<file path="src/rtl/mdu_if.sv">
// MDU request/response bundle.
// Requester drives operands; MDU returns ready/valid/result.
interface mdu_if;
    logic        i_valid;
    logic [2:0]  i_funct3;
    logic [31:0] i_op1;
    logic [31:0] i_op2;
    logic        i_flush;
    logic        o_ready;
    logic        o_valid;
    logic [31:0] o_result;

    modport master (
        output i_valid, i_funct3, i_op1, i_op2, i_flush,
        input  o_ready, o_valid, o_result
    );

    modport slave (
        input  i_valid, i_funct3, i_op1, i_op2, i_flush,
        output o_ready, o_valid, o_result
    );
endinterface

</file>
<file path="src/rtl/mdu.sv">
// Iterative RV32M multiply/divide unit.
// Fixed 32-step shift-add / restoring divide on magnitudes.
module mdu (
    input  logic i_clk,
    input  logic i_rst,
    mdu_if.slave bus
);

    typedef enum logic [1:0] {
        IDLE,
        CALC,
        DONE
    } state_t;

    state_t      state_q, state_d;
    logic [4:0]  cnt_q, cnt_d;
    logic [2:0]  f3_q, f3_d;
    logic [31:0] a_q, a_d;
    logic [63:0] acc_q, acc_d;
    logic        negq_q, negq_d;
    logic        negr_q, negr_d;
    logic        ready_q, ready_d;
    logic        valid_q, valid_d;
    logic [31:0] res_q, res_d;

    logic        s1, s2;
    logic [31:0] m1, m2;
    logic [32:0] mul_sum;
    logic        div_ge;
    logic [31:0] div_sub;
    logic [63:0] acc_step;
    logic [63:0] prod;
    logic [31:0] quo, rem;
    logic [31:0] fin;

    // Operand signedness and magnitudes for an incoming request.
    always_comb begin
        s1 = 1'b0;
        s2 = 1'b0;
        case (bus.i_funct3)
            3'b001, 3'b100, 3'b110: begin
                s1 = bus.i_op1[31];
                s2 = bus.i_op2[31];
            end
            3'b010: s1 = bus.i_op1[31];
            default: ;
        endcase
        m1 = s1 ? -bus.i_op1 : bus.i_op1;
        m2 = s2 ? -bus.i_op2 : bus.i_op2;
    end

    // One iteration: shift-add for multiply, restoring step for divide.
    always_comb begin
        mul_sum = {1'b0, acc_q[63:32]}
                + (acc_q[0] ? {1'b0, a_q} : 33'd0);
        div_ge  = acc_q[63:31] >= {1'b0, a_q};
        div_sub = acc_q[62:31] - a_q;
        if (f3_q[2]) begin
            acc_step = div_ge ? {div_sub, acc_q[30:0], 1'b1}
                              : {acc_q[62:0], 1'b0};
        end else begin
            acc_step = {mul_sum, acc_q[31:1]};
        end
    end

    // Sign correction and result selection for the final step.
    always_comb begin
        prod = negq_q ? -acc_step : acc_step;
        quo  = negq_q ? -acc_step[31:0] : acc_step[31:0];
        rem  = negr_q ? -acc_step[63:32] : acc_step[63:32];
        case (f3_q)
            3'b000:                 fin = prod[31:0];
            3'b001, 3'b010, 3'b011: fin = prod[63:32];
            3'b100, 3'b101:         fin = quo;
            default:                fin = rem;
        endcase
    end

    // Next-state logic; flush overrides accept and completion.
    always_comb begin
        state_d = state_q;
        cnt_d   = cnt_q;
        f3_d    = f3_q;
        a_d     = a_q;
        acc_d   = acc_q;
        negq_d  = negq_q;
        negr_d  = negr_q;
        ready_d = ready_q;
        valid_d = 1'b0;
        res_d   = res_q;
        if (bus.i_flush) begin
            state_d = IDLE;
            ready_d = 1'b1;
        end else begin
            case (state_q)
                IDLE: begin
                    if (bus.i_valid) begin
                        state_d = CALC;
                        ready_d = 1'b0;
                        cnt_d   = 5'd0;
                        f3_d    = bus.i_funct3;
                        // Zero divisor keeps the all-ones quotient unsigned.
                        negq_d  = (s1 ^ s2) & (bus.i_op2 != 32'd0);
                        negr_d  = s1;
                        if (bus.i_funct3[2]) begin
                            a_d   = m2;
                            acc_d = {32'd0, m1};
                        end else begin
                            a_d   = m1;
                            acc_d = {32'd0, m2};
                        end
                    end
                end
                CALC: begin
                    acc_d = acc_step;
                    cnt_d = cnt_q + 5'd1;
                    if (cnt_q == 5'd31) begin
                        state_d = DONE;
                        valid_d = 1'b1;
                        res_d   = fin;
                    end
                end
                DONE: begin
                    state_d = IDLE;
                    ready_d = 1'b1;
                end
                default: begin
                    state_d = IDLE;
                    ready_d = 1'b1;
                end
            endcase
        end
    end

    // State and registered outputs; reset has top priority.
    always_ff @(posedge i_clk) begin
        if (i_rst) begin
            state_q <= IDLE;
            cnt_q   <= 5'd0;
            f3_q    <= 3'd0;
            a_q     <= 32'd0;
            acc_q   <= 64'd0;
            negq_q  <= 1'b0;
            negr_q  <= 1'b0;
            ready_q <= 1'b1;
            valid_q <= 1'b0;
            res_q   <= 32'd0;
        end else begin
            state_q <= state_d;
            cnt_q   <= cnt_d;
            f3_q    <= f3_d;
            a_q     <= a_d;
            acc_q   <= acc_d;
            negq_q  <= negq_d;
            negr_q  <= negr_d;
            ready_q <= ready_d;
            valid_q <= valid_d;
            res_q   <= res_d;
        end
    end

    assign bus.o_ready  = ready_q;
    assign bus.o_valid  = valid_q;
    assign bus.o_result = res_q;

endmodule

</file>
<file path="src/flat_wrapper.sv">
// flat-port wrapper written by rule: the top's interface ports become plain ports
module mdu_flat 
  (i_clk, i_rst, bus_i_valid, bus_i_funct3, bus_i_op1, bus_i_op2, bus_i_flush, bus_o_ready, bus_o_valid, bus_o_result);
  mdu_if bus_i ();
  input  logic i_clk;
  input  logic i_rst;
  input wire logic [$bits(bus_i.i_valid)-1:0] bus_i_valid;
  input wire logic [$bits(bus_i.i_funct3)-1:0] bus_i_funct3;
  input wire logic [$bits(bus_i.i_op1)-1:0] bus_i_op1;
  input wire logic [$bits(bus_i.i_op2)-1:0] bus_i_op2;
  input wire logic [$bits(bus_i.i_flush)-1:0] bus_i_flush;
  output wire logic [$bits(bus_i.o_ready)-1:0] bus_o_ready;
  output wire logic [$bits(bus_i.o_valid)-1:0] bus_o_valid;
  output wire logic [$bits(bus_i.o_result)-1:0] bus_o_result;
  assign bus_i.i_valid = bus_i_valid;
  assign bus_i.i_funct3 = bus_i_funct3;
  assign bus_i.i_op1 = bus_i_op1;
  assign bus_i.i_op2 = bus_i_op2;
  assign bus_i.i_flush = bus_i_flush;
  assign bus_o_ready = bus_i.o_ready;
  assign bus_o_valid = bus_i.o_valid;
  assign bus_o_result = bus_i.o_result;
  mdu u_core (.i_clk(i_clk), .i_rst(i_rst), .bus(bus_i));
endmodule
</file>
<file path="config.mk">
export PLATFORM = sky130hd
export DESIGN_NAME = mdu_flat
export DESIGN_NICKNAME = d
export VERILOG_FILES = /design/src/rtl/mdu_if.sv /design/src/rtl/mdu.sv /design/src/flat_wrapper.sv
export SDC_FILE = /design/constraint.sdc
export NUM_CORES = 1
export LEC_CHECK = 0
export ABC_AREA = 1
export CELL_PAD_IN_SITES_DETAIL_PLACEMENT = 1
export CELL_PAD_IN_SITES_GLOBAL_PLACEMENT = 2
export CORE_MARGIN = 2
export CORE_UTILIZATION = 29
export DETAILED_ROUTE_END_ITERATION = 8
export HOLD_SLACK_MARGIN = 0.15
export PLACE_DENSITY = 0.88
export SYNTH_ARGS = -nofsm -noshare
export SYNTH_HDL_FRONTEND = slang
export SYNTH_SLANG_ARGS = --single-unit
</file>
<file path="constraint.sdc">
create_clock -name i_clk -period 3.4 [get_ports i_clk]
set_clock_uncertainty 0.05 [all_clocks]
set_input_delay 0.51 -clock i_clk [delete_from_list [all_inputs] [get_ports i_clk]]
set_output_delay 0.51 -clock i_clk [all_outputs]
set_load 0.02 [all_outputs]
</file>
==> results of run 1 <==
-- how the worst max path moves through the flow --
stage	startpoint	endpoint	slack [ns]	cells after the start
after global routing	u_core.a_q[6]	u_core.bus.o_result[12]	-0.82	32
after CTS	u_core.a_q[2]	u_core.bus.o_result[30]	-0.51	33
after global placement	u_core.a_q[24]	u_core.bus.o_result[30]	-0.71	27
final	u_core.a_q[30]	u_core.bus.o_result[30]	-0.63	31
after detailed placement	u_core.a_q[24]	u_core.bus.o_result[30]	-0.84	26
after floorplan	u_core.a_q[2]	u_core.bus.o_result[20]	-0.20	34
-- registers in the layout (all words and copies together), names as in the netlist, 2 cells and up --
name / cells
u_core.cnt_q: 5
u_core.f3_q: 3
u_core.acc_q: 64
u_core.bus.o_result: 32
u_core.a_q: 32
u_core.state_q: 2
-- layout make-up --
class / count / area [µm²] / area share (%)
Clock buffer: 18 / 439 / 1.73
Timing Repair Buffer: 736 / 5920 / 23.3
Tap cell: 773 / 967 / 3.80
Inverter: 464 / 1750 / 6.87
Clock inverter: 14 / 170 / 0.669
Multi-Input combinational cell: 2352 / 13300 / 52.3
Antenna cell: 2 / 5.00 / 0.0197
Sequential cell: 142 / 2900 / 11.4
-- metrics by stage --
| stage | setup TNS, ns | setup WS (ns) |
|---|---|---|
| 6_report | -12.37 | -0.626 |
| 5_1_grt | -19.07 | -0.822 |
| 4_1_cts | -10.72 | -0.512 |
| 3_5_place_dp | -28.30 | -0.835 |
| 3_3_place_gp | -23.75 | -0.712 |
| 2_1_floorplan | -1.01 | -0.202 |
-- report_power, final --
group	internal [µW]	leakage [µW]	switching (µW)
Combinational	1570	0.0113	2470
Clock	1130	0.000296	946
Sequential	1730	0.00117	51.1
-- tightest hold or removal path: stages --
cell    delay [ns]
buf_4         0.11
nor2_1        0.07
a32o_1        0.20
-- timing repair --
action                     4_1_cts  5_1_grt
buffers inserted                26       25
pin swaps                       26       63
resized for setup              107      197
cloned                           0        2
setup endpoints to repair       40       53
-- synthesized netlist by cell type, types with 12 or more instances --
| library cell | count | area [µm²] |
|---|---|---|
| o221ai_1 | 12 | 105 |
| nand3b_1 | 22 | 165 |
| nand4_1 | 30 | 188 |
| buf_6 | 12 | 135 |
| o21bai_1 | 13 | 97.6 |
| a21oi_1 | 179 | 896 |
| a31oi_1 | 14 | 87.6 |
| clkbuf_1 | 73 | 274 |
| nand3_1 | 256 | 1280 |
| nand2_1 | 925 | 3470 |
| o32ai_1 | 20 | 175 |
| inv_2 | 18 | 67.6 |
| xnor2_1 | 25 | 219 |
| o211ai_1 | 24 | 180 |
| nand2_2 | 22 | 138 |
| inv_1 | 441 | 1660 |
| a221oi_1 | 32 | 280 |
| or2_2 | 14 | 87.6 |
| ha_1 | 70 | 876 |
| xor2_1 | 65 | 569 |
| nor2_1 | 303 | 1140 |
| nor2_2 | 27 | 169 |
| dfxtp_1 | 142 | 2840 |
| o21ai_0 | 145 | 726 |
| o21ai_1 | 28 | 140 |
| nor3_1 | 40 | 200 |
-- cell families (layout without fill, tap and decap cells) --
logic type	count (synthesis)	after routing
simple gates	1686	1686
buf+inv	574	1232
compound gates	504	504
flops	142	142
xor+xnor	90	90
fa+ha+maj	72	72
other cells	0	2
-- routing by layer --
| layer | vias to the layer above | routed length (µm) |
|---|---|---|
| met5 | - | 0 |
| met4 | 0 | 6470 |
| met3 | 233 | 5460 |
| met2 | 848 | 43500 |
| met1 | 11400 | 39000 |
| li1 | 11200 | - |
==> reports/results.tsv, run 1 <==
metric	value	unit
DR vias	23700	
CP endpoint kind	flop	
H-tree depth	4	
xor/xnor share of the synthesized area	4.61	%
Final Setup Violations	32	
Initial Util	29.1	%
Top Usage Layer GRT	met2	
count of final max-slew check failures	0	
Nets	3856	
Startpoint Class	flop	
detailed placer's ending HPWL	75.3	mm
Mapped Avg Cell Area	5.58	µm²
WP data required	3.78	ns
initial antenna violation count	2	
Yosys warning total	0	
compound-cell area share of the yosys netlist	17.4	%
placed cells	4414	
drt pass-1 iters	6	
hold_ws	0.394	ns
CTS buffer count	17	
Worst Tran Pin Value	1.15	ns
Die Area	60900	µm²
RR Startpoint	u_core.a_q[30]	
fin crit period	4.03	ns
post-route cell area	25500	µm²
Hold Path Origin	i_rst	
setup ws final	-0.626	ns
Core ar.	58700	µm²
grt met3 use	4.17	%
Lkg Pwr	0.0128	µW
Remaining Overflow, GRT	0	
highest clock rate	248	MHz
# IOs	105	
ys flop type	dfxtp_1	
Hold Path Stages	3	
area of the mapped netlist	17100	µm²
met2 GRT Util	50.1	%
Crit Reg-Reg Endpoint	u_core.bus.o_result[30]	
# rows	89	
vias in the first global route	24000	
filler cell count	7861	
relative slew slack	22.4	%
status	complete, but fails checks	
largest net degree at the start of global routing	71	
Worst-Skew Late Latency	0.51	ns
Die Wd	247	µm
max incr delay on CP	0.36	ns
syn_nets	3211	
Die Ht	247	µm
DR DRC count	0	
kind of critical path	flop to flop	
first-pass GRT wire length	140	mm
Arr. time, crit path	4.41	ns
hold_buf cts	0	
power per cell area	310	nW/µm²
WHS Endpoint	u_core.cnt_q[1]	
Post-synth ARST share	0	%
Adder-Cell Fraction of Synth Area	5.35	%
Area Overhead vs Synth	48.8	%
Vias per Instance	5.27	
main combinational cell family by area after synthesis	simple AND/OR/NAND/NOR gates	
fin crit share	118	%
ANT nets after route	0	
cell area after placement	23400	µm²
per-cell routed wire length	21.0	µm
Detailed Route Iter0 Violations	2023	
Non-Filler Instances	4501	
simple-gate share of the synthesized area	42.7	%
final core area utilization	43.4	%
failing checks	negative setup slack	
reg2reg setup slack	-0.63	ns
Synth Register Bits	142	
Hold/Removal Path Class	primary input to flop	
CTS tree	yes	
Max-Cap Viols	0	
Clock Tree Buf Depth	2	
Max FO, Critical Path	4	
Total Routing Usage GR	30.3	%
EDFF count, synth	0	
commonest non-fill, non-tap cells in the layout	nand2_1, buf_4, inv_1, nor2_1, nand3_1	
clock transition at the registers of the reported paths	0.07	ns
most common cell after layout, fill and taps aside	nand2_1	
buffers and inverters on the worst path	3	
share of layout cells above drive strength 1	28.5	%
final hold vios	0	
root buffer selected by CTS	clkbuf_16	
FF-to-FF path depth	31	
port bufs	104	
total design power	7900	µW
mux cell area share after synthesis	0	%
final RePlAce weighted congestion	0.981	
grt met1 use	37.2	%
final wirelength	94.4	mm
clk sink count	142	
sequential share of the synthesized area	16.6	%
most used cell, CP	nand2_1	
unrepaired setup endpoints after global routing	true	
Cell variety after synth	57	
Critical-path top delay cell	dfxtp_2	
VDD IR max	0.000353	V
Gate Count Post-Synth	3068	
Top delay family on crit path	simple AND/OR/NAND/NOR gates	
Power figures use the tool's default switching activity.
==> inputs of run 2 (changes only) <==
PLACE_DENSITY = unset   (was 0.88)
PLACE_DENSITY_LB_ADDON = 0.1   (was unset)
==> run 2 against run 1 <==
- the flow still finishes with violations (negative setup slack)
- sequential power about the same
- cell count is 1.7% higher
- worst hold slack improved by 0.0023 ns
- total power rose by 3.5%
- critical path type unchanged
- largest power group unchanged
- sequential share of layout area down 0.28 points
==> reports/results.tsv, run 2 (synthesis results as in run 1) <==
metric	value	unit
status	complete, but fails checks	
failing checks	negative setup slack	
Detailed Route Iter0 Violations	1419	
fin crit share	116	%
port bufs	104	
Remaining Overflow, GRT	0	
Die Wd	247	µm
Worst-Skew Late Latency	0.50	ns
clock transition at the registers of the reported paths	0.07	ns
setup ws final	-0.542	ns
Hold/Removal Path Class	primary input to flop	
total design power	8180	µW
Initial Util	29.1	%
highest clock rate	254	MHz
Setup WS pre-CTS	-0.873	ns
Total Routing Usage GR	32.8	%
count of final max-slew check failures	0	
# IOs	105	
WP data required	3.74	ns
drt pass-1 iters	6	
final setup TNS	-11.58	ns
unrepaired setup endpoints after global routing	true	
Vias per Instance	5.12	
final wirelength	102	mm
DR vias	23400	
Max-Cap Viols	0	
ANT cells	0	
per-cell routed wire length	22.2	µm
Worst Tran Pin Value	0.786	ns
filler cell count	7847	
Area Overhead vs Synth	52.2	%
most used cell, CP	nand2_2	
CTS tree	yes	
Max FO, Critical Path	6	
H-tree depth	4	
fin crit period	3.94	ns
first-pass GRT wire length	148	mm
Critical-path top delay cell	dfxtp_2	
Biggest register	u_core.acc_q	
final core area utilization	44.4	%
detailed placer's ending HPWL	84.0	mm
max incr delay on CP	0.33	ns
relative slew slack	47.0	%
Hold Path Origin	i_rst	
power per cell area	314	nW/µm²
final RePlAce weighted congestion	0.997	
area taken by multi-input logic gates	13300	µm²
Setup crit start	u_core.a_q[2]	
final hold vios	0	
Arr. time, crit path	4.28	ns
commonest non-fill, non-tap cells in the layout	nand2_1, buf_4, inv_1, nor2_1, nand3_1	
ANT nets after route	0	
largest net degree at the start of global routing	71	
share of layout cells above drive strength 1	29.7	%
max reg flops	64	
Die Area	60900	µm²
root buffer selected by CTS	clkbuf_16	
initial antenna violation count	7	
most common cell after layout, fill and taps aside	nand2_1	
Final Setup Violations	31	
CP endpoint kind	flop	
VDD IR max	0.000402	V
Die Ht	247	µm
kind of critical path	flop to flop	
Nets	3936	
vias in the first global route	24000	
DR DRC count	0	
RR Startpoint	u_core.a_q[2]	
clk sink count	142	
Core ar.	58700	µm²
FF/Latch Area	2890	µm²
Lkg Pwr	0.0131	µW
# rows	89	
Startpoint Class	flop	
Clock Tree Buf Depth	2	
CTS buffer count	17	
## run 2: cell types whose count changed in the layout (fill, tap and decap cells not counted), moves of 5 or more
cell and change:
nand2_2 -6, buf_4 +75, nor2_2 +5, nand2_1 +8
o21ai_1 +8, o21ai_0 -5
## run 2: final timing paths
kind / slack (ns) / depth (start not counted) / endpoint
worst max-delay path: -0.54 / 33 / u_core.bus.o_result[20]
worst max register to register: -0.54 / 33 / u_core.bus.o_result[20]
worst min-delay path: 0.40 / 3 / u_core.cnt_q[4]
worst min register to register: 0.42 / 2 / u_core.bus.o_result[29]
## run 2: metal layers
layer	track usage, %	share of wire, %
met4	12.6	3.9
met5	0	0.032
met2	57.4	48
met1	41.2	44
met3	3.58	4.1
## run 2: what timing repair did
item / 4_1_cts / 5_1_grt
hold buffers: 0 / 0
resized for setup: 66 / 226
pin swaps: 38 / 63
setup buffers: 23 / 23
cloned: 0 / 3
endpoints found under the setup margin: 43 / 57
## run 2: stage by stage
stage	hold WS, ns	cells	area [µm²]
floorplan	0.405	3068	17500
global placement	0.403	4500	24100
detailed placement	0.409	4500	24100
CTS	0.369	4555	25100
global route	0.397	4579	26000
finish	0.396	4579	26000
## run 2: report_power, final
part           total, µW  switching, µW  internal (µW)
combinational       4250           2560           1700
sequential          1780           47.9           1730
clock               2140            976           1170
## run 2: critical path, delay by kind of cell (launching register included)
kind | cells | cell delay [ns]
AOI/OAI and AO/OA | 2 | 0.32
and+or+nand+nor | 25 | 2.47
buffers and inverters | 4 | 0.19
adders and majority gates | 2 | 0.46
DFF | 1 | 0.33
## run 2: cell type report
class	instances	area share [%]
clock inverter	14	0.687
inverter	464	6.73
clock buffer	18	1.65
sequential	142	11.1
multi-input combinational	2353	50.9
timing repair buffer	815	25.2
tap	773	3.72
